--- config.mk ---
export PLATFORM = sky130hd
export DESIGN_NAME = fetch_queue
export DESIGN_NICKNAME = d
export VERILOG_FILES = /design/src/rtl/fetch_queue.sv
export SDC_FILE = /design/constraint.sdc
export NUM_CORES = 1
export LEC_CHECK = 0
export BUFFER_PORTS_ARGS = -buffer_cell sky130_fd_sc_hd__buf_2
export CORE_ASPECT_RATIO = 1.75
export CORE_UTILIZATION = 33
export DETAILED_ROUTE_END_ITERATION = 16
export GPL_ROUTABILITY_DRIVEN = 0
export PLACE_DENSITY = 0.57
export SYNTH_ARGS = -nofsm -noshare
export SYNTH_HDL_FRONTEND = slang
export SYNTH_SLANG_ARGS = --single-unit
--- constraint.sdc ---
create_clock -name clk -period 8.5 [get_ports clk]
set_clock_uncertainty 0.05 [all_clocks]
set_input_delay 1.275 -clock clk [delete_from_list [all_inputs] [get_ports clk]]
set_output_delay 1.275 -clock clk [all_outputs]
set_load 0.005 [all_outputs]
--- src/rtl/fetch_queue.sv ---
// rtl/fetch_queue.sv - fetch PC generator feeding a small in-order instruction queue
// Optional feature macro: FETCH_BYPASS_EN (forward a fetch straight to the deq outputs when the queue is empty)
module fetch_queue #(
  parameter int              XLEN      = 32,
  parameter int              DEPTH     = 4,
  parameter logic [XLEN-1:0] RESET_VEC = XLEN'(32'hBFC00000)
) (
  input  logic                       clk,
  input  logic                       reset,
  input  logic                       trigger,
  output logic [XLEN-1:0]            imem_addr,
  input  logic [31:0]                imem_rdata,
  input  logic                       redirect_valid,
  input  logic [XLEN-1:0]            redirect_pc,
  input  logic                       branch_valid,
  input  logic [XLEN-1:0]            branch_pc,
  input  logic                       deq_ready,
  output logic                       deq_valid,
  output logic [31:0]                deq_instr,
  output logic [XLEN-1:0]            deq_pc_plus4,
  output logic [$clog2(DEPTH+1)-1:0] count
);

  localparam int PW = (DEPTH > 1) ? $clog2(DEPTH) : 1;
  localparam int CW = $clog2(DEPTH+1);
  localparam logic [31:0]   NOP      = 32'h00000013;
  localparam logic [CW-1:0] FULL_CNT = CW'(DEPTH);

  // Word-align any PC that gets loaded from outside the incrementer.
  function automatic logic [XLEN-1:0] align4(input logic [XLEN-1:0] a);
    return {a[XLEN-1:2], 2'b00};
  endfunction

  // Program counter and queue bookkeeping
  logic [XLEN-1:0] pc_q, pc_d;
  logic [PW-1:0]   rd_ptr_q, rd_ptr_d;
  logic [PW-1:0]   wr_ptr_q, wr_ptr_d;
  logic [CW-1:0]   count_q, count_d;

  // Entry storage; contents are only meaningful where count says so
  logic [31:0]     instr_q [DEPTH];
  logic [XLEN-1:0] pcp4_q  [DEPTH];

  logic            empty;
  logic            full;
  logic            flush;
  logic            fetch_slot;
  logic            pop;
  logic            fetch_go;
  logic            enq;
  logic            bypass_active;
  logic            bypass_taken;
  logic [XLEN-1:0] pc_plus4;

  assign empty    = (count_q == '0);
  assign full     = (count_q == FULL_CNT);
  assign pc_plus4 = pc_q + XLEN'(4);

  // A redirect or branch kills everything in flight, including this cycle's fetch.
  assign flush      = redirect_valid | branch_valid;
  assign fetch_slot = trigger & ~flush;

  // Head leaves the queue whenever decode takes it; a flush in the same cycle wins anyway.
  assign pop = ~empty & deq_ready;

  // A full queue can still accept a fetch if the head drains in the same cycle.
  assign fetch_go = fetch_slot & (~full | pop);

`ifdef FETCH_BYPASS_EN
  assign bypass_active = empty & fetch_slot;
`else
  assign bypass_active = 1'b0;
`endif
  assign bypass_taken = bypass_active & deq_ready;

  // A bypassed instruction that decode accepts never needs a queue slot.
  assign enq = fetch_go & ~bypass_taken;

  assign imem_addr = pc_q;
  assign count     = count_q;

  // Head presentation: queue head, optional same-cycle forward, or NOP when nothing is valid
  always_comb begin
    deq_valid    = ~empty;
    deq_instr    = empty ? NOP : instr_q[rd_ptr_q];
    deq_pc_plus4 = empty ? '0 : pcp4_q[rd_ptr_q];
`ifdef FETCH_BYPASS_EN
    if (bypass_active) begin
      deq_valid    = 1'b1;
      deq_instr    = imem_rdata;
      deq_pc_plus4 = pc_plus4;
    end
`endif
  end

  // Next PC: redirect beats branch beats idle beats sequential fetch
  always_comb begin
    pc_d = pc_q;
    if (redirect_valid) begin
      pc_d = align4(redirect_pc);
    end else if (branch_valid) begin
      pc_d = align4(branch_pc);
    end else if (!trigger) begin
      pc_d = align4(RESET_VEC);
    end else if (fetch_go) begin
      pc_d = pc_plus4;
    end
  end

  // Next pointer and occupancy state; pointers wrap naturally because DEPTH is a power of two
  always_comb begin
    rd_ptr_d = rd_ptr_q;
    wr_ptr_d = wr_ptr_q;
    count_d  = count_q;
    if (flush) begin
      rd_ptr_d = '0;
      wr_ptr_d = '0;
      count_d  = '0;
    end else begin
      rd_ptr_d = rd_ptr_q + PW'(pop);
      wr_ptr_d = wr_ptr_q + PW'(enq);
      count_d  = count_q + CW'(enq) - CW'(pop);
    end
  end

  // Control state registers with asynchronous reset
  always_ff @(posedge clk or posedge reset) begin
    if (reset) begin
      pc_q     <= align4(RESET_VEC);
      rd_ptr_q <= '0;
      wr_ptr_q <= '0;
      count_q  <= '0;
    end else begin
      pc_q     <= pc_d;
      rd_ptr_q <= rd_ptr_d;
      wr_ptr_q <= wr_ptr_d;
      count_q  <= count_d;
    end
  end

  // Entry write port; no reset needed since occupancy gates every read
  always_ff @(posedge clk) begin
    if (enq) begin
      instr_q[wr_ptr_q] <= imem_rdata;
      pcp4_q[wr_ptr_q]  <= pc_plus4;
    end
  end

endmodule

# [Yosys cells after proc, flatten, opt, wreduce, memory -nomap -nowiden]
# Memories as Yosys holds them, arrays and structs flattened.
# Index checks and enable logic that the tools add are counted.
[totals] register_bits=39 wordCells=33 mem_count=2 output_inout_bits=100 mem_bits_rw=256 inputBits=102
[classes] n_eq_ne=2 n_mux=11 add_sub_neg=5 n_reduce_logical=1 bitwise_logic=8
[memory_table] name="instr_q" depth=4 width=32 rd=1 rd_clocked_by_memory_dff=0 wr=1 line_no="41" source="logic [31:0] instr_q [DEPTH];"
[memory_table] name="pcp4_q" depth=4 width=32 rd=1 rd_clocked_by_memory_dff=0 wr=1 line_no="42" source="logic [XLEN-1:0] pcp4_q [DEPTH];"
[op_table] op="$mux W32" count=6
[op_table] op="$add A32 B3 Y32 const B" count=1
[op_table] op="$add A2 B1 Y2" count=2
[op_table] op="$mux W2" count=2
[op_table] op="$ne A4 B1 Y1 const B" count=1
[op_table] op="$add A3 B1 Y3" count=1
[op_table] op="$and A1 B1 Y1" count=3
[op_table] op="$eq A3 B3 Y1 const B" count=1
[op_table] op="$logic_not A3 Y1" count=1
[op_table] op="$mux W3" count=1
[op_table] op="$not A1 Y1" count=3
[op_table] op="$sub A3 B1 Y3" count=1
[op_table] op="$mux W1" count=2
[op_table] op="$or A1 B1 Y1" count=2

# [Longest topological paths before layout]
[depth] depth_word=9 depth_mapped=10 ltp_nobuf=10

# [Worst setup path before layout]
# OpenSTA, ideal clock, no wires.
[synth_timing] path_kind="input port to flip-flop" startpoint="input redirect_valid" endpoint="memory instr_q[1][0], enable pin" setup_ps=571 path_buffers=0 path_stages=3 t_arrival_ps=6411 t_required_ps=7879 slack_ps=1468 cell_sequence="nor3b_1 > nand2_1 > nor3b_1"
[synth_via] elab_chain_len=6
[synth_lines] element="from (decl)" line_no="13" source="input logic redirect_valid,"
[synth_lines] element="$or A1 B1 Y1" line_no="60" source="assign flush = redirect_valid | branch_valid;"
[synth_lines] element="$not A1 Y1" line_no="61" source="assign fetch_slot = trigger & ~flush;"
[synth_lines] element="$and A1 B1 Y1" line_no="61"
[synth_lines] element="$and A1 B1 Y1" line_no="67" source="assign fetch_go = fetch_slot & (~full | pop);"
[synth_lines] element="$mux W1" line_no="143" source="if (enq) begin"
[synth_lines] element="$mux W1 (implied by the code)" line_no="144" source="instr_q[wr_ptr_q] <= imem_rdata;"
[synth_lines] element="to (decl)" line_no="41"
# No other way between the ends.

# [Final worst setup path]
[layout_timing] startpoint="register rd_ptr_q[0]" endpoint="output deq_instr[0]"
[layout_via] elab_chain_len=2
[layout_lines] element="from (decl)" line_no="36" source="logic [PW-1:0] rd_ptr_q, rd_ptr_d;"
[layout_lines] element="from (signal assigned)" line_no="135" source="rd_ptr_q <= rd_ptr_d;"
[layout_lines] element="$mem_v2 Z4 W32"
[layout_lines] element="$mux W32" line_no="85" source="deq_instr = empty ? NOP : instr_q[rd_ptr_q];"
[layout_lines] element="to (decl)" line_no="19" source="output logic [31:0] deq_instr,"
# No other way between the ends.

==> summary.txt <==
Power Total -> 3.146 mW
Syn-to-layout area delta -> 20.17%
CTS Hold Buffers Added -> 0
Core area -> 36770 um^2
# Max-Cap Violations -> 0
Initial Util -> 33.42%
Hold_sp -> imem_addr[24]
Synth top area share -> 60.60%
Yosys warning total -> 0
Worst-path fanout max -> 43
IO Count -> 202
Ant. Diodes -> 0
Vias per Instance -> 5.115
H-tree lvl count -> 1
Syn avg cell area -> 16.09 um^2
Post-CTS Resized -> 0
Reg-to-Reg End -> pcp4_q[3][30]
Register bit count reported by yosys -> 285
Synth top area cells -> edfxtp_1, mux4_2, dfrtp_1
CTS Sinks -> 285
WL/cell -> 20.93 um
Setup Fix Bufs, Post-CTS -> 0
DRC Markers -> 0
Total global routing overflow -> 0
Synth cell types -> 61
R2r setup slk -> 5.46 ns
Setup TNS -> 0 ns
Pins Over Slew Limit -> 0
Period minus WS final -> 4.414 ns
Worst-Skew Late Latency -> 0.55 ns
Worst-Margin Slew -> 1.102 ns
Hold Path Depth -> 1
Kind of start point of the critical path -> flop
Async S/R FF share, synth -> 12.98%
Gr usage total -> 16.24%
Fmax -> 226.5 MHz
Period utilization -> 51.93%
Crit path from -> rd_ptr_q[0]
Reg clk slew, reported paths -> 0.06 ns
Cts bufs inserted -> 27
Buffers on Ports -> 193
Hold Path Sink -> imem_addr[24]
Cell count after synthesis -> 764
Final setup vio count -> 0
Leakage power -> 5.158 nW
CTS root buf -> clkbuf_16
Drt pass-1 iters -> 5
Seq/Total Area, Yosys -> 68.22%
Die width -> 147.9 um
Cell count of the worst reg-to-reg path -> 5
Count leader, synth -> edfxtp_1
Die H -> 257.3 um
Num rows -> 93
Largest net degree at the start of global routing -> 63
Fin. Hold Viols -> 0
Number of flops mapped to enable cells by yosys -> 248
Worst EP arrival -> 3.09 ns
Cell Area, Synth -> 12290 um^2
Die area -> 38050 um^2
Top_reg_cell synth -> edfxtp_1
Crit. End Element -> output port
Nets -> 1063
Initial antenna violation count -> 0
RSZ-0062 raised after global routing -> false
Critical R2R Launch -> imem_addr[2]
TritonCTS clock tree -> yes
WS Path Type -> flop to output port
CTS max path bufs -> 3
VDD IR max -> 0.1163 mV
Data required time at the worst endpoint -> 7.17 ns
Routed WL -> 30350 um
Cell taking the most area after synthesis -> edfxtp_1
DP Wirelength -> 19600 um
Vias -> 7417
Slew margin rel. -> 26.38%
Status -> finished clean
P per Cell Area -> 213.0 nW/um^2
DR iter-0 viols -> 330
First-pass GRT wire length -> 46570 um
HP Class -> flop to flop
Synth cell count leaders -> edfxtp_1, mux4_2, nor2b_1, nand2_1, clkbuf_1
Routed Antenna Nets -> 0
Vias in the first global route -> 7877
Share of post-route cells with drive strength above 1 -> 35.28%
layer usage:
metal / GRT usage [%] / routed length, um / vias up
met3: 2.323 / 1538 / 61
met2: 29.64 / 16100 / 254
met1: 18.60 / 11590 / 3734
met5: 0 / 0 / -
met4: 7.188 / 1118 / 0
li1: - / - / 3368
area by class of cell:
class,count,area [um^2]
Multi-Input combinational cell,420,3684
Timing Repair Buffer,208,1079
Clock inverter,19,286.5
Fill cell,3476,22000
Inverter,13,48.80
Sequential cell,285,8389
Clock buffer,30,686.9
Tap cell,475,594.3
critical path, cell delays in order (launching register included):
cell	delay (ns)
dfrtp_4	0.71
buf_4	0.82
mux4_2	0.59
or2_2	0.27
buf_2	0.12
cells by family (layout without fill, tap and decap cells):
| logic type | count (synthesis) | after routing | share of synthesized area, % |
|---|---|---|---|
| flops | 285 | 285 | 68.22 |
| simple gates | 205 | 205 | 9.306 |
| compound gates | 110 | 110 | 5.925 |
| mux | 63 | 63 | 11.44 |
| buf+inv | 62 | 270 | 2.118 |
| xor+xnor | 32 | 32 | 2.281 |
| fa+ha+maj | 6 | 6 | 0.6720 |
| other cells | 1 | 4 | 0.03051 |
cells in the final DEF, fill, tap and decap left out, types with 5 or more instances in the layout:
cell type and n:
o21ai_0 32, nand4_1 7, and2_1 5, a32o_1 5, xor2_1 18, or2_2 5
nand2b_1 8, buf_2 193, ha_1 5, nand3_1 9, a221oi_1 6, o22ai_1 9
nand2_1 38, buf_4 15, nor2_1 29, clkbuf_16 27, inv_1 12, dfstp_2 9
xnor2_1 14, nor4_1 6, clkinv_2 5, o2bb2ai_1 5, a21oi_1 25, bufinv_16 7
dfrtp_1 26, edfxtp_1 248, nor2b_1 62, nor3_1 13, mux4_2 62
report_power, final:
group / leakage [nW] / internal (mW) / switching, mW
combinational: 2.01 / 0.0966 / 0.132
clock: 0.473 / 0.798 / 0.523
sequential: 2.67 / 1.56 / 0.0315
total: 5.16 / 2.46 / 0.687
sequential cells by signal, summed over array words and instances (netlist names):
register	count
count	3
imem_addr	30
rd_ptr_q	2
wr_ptr_q	2
instr_q	128
pcp4_q	120
worst max path at each step:
stage,endpoint,cells past startpoint
after floorplan,instr_q[1][0],3
after global routing,deq_instr[0],4
after detailed placement,pcp4_q[2][23],8
final,deq_instr[0],4
after global placement,pcp4_q[2][23],8
after CTS,deq_pc_plus4[12],4
stage by stage:
step / instance area, um^2 / util [%] / hold slack [ns] / setup slack (ns) / std cells
after floorplan: 12300 / - / 0.4525 / 1.468 / 767
after global placement: 13790 / 37.52 / 0.4628 / 4.001 / 1401
after detailed placement: 13790 / 37.52 / 0.4661 / 3.958 / 1401
after CTS: 14770 / 40.16 / 0.4747 / 3.904 / 1450
after global routing: 14770 / 40.16 / 0.4866 / 3.807 / 1450
final: 14770 / 40.16 / 0.4778 / 4.086 / 1450
No activity file was read; power rests on OpenSTA's default activity.
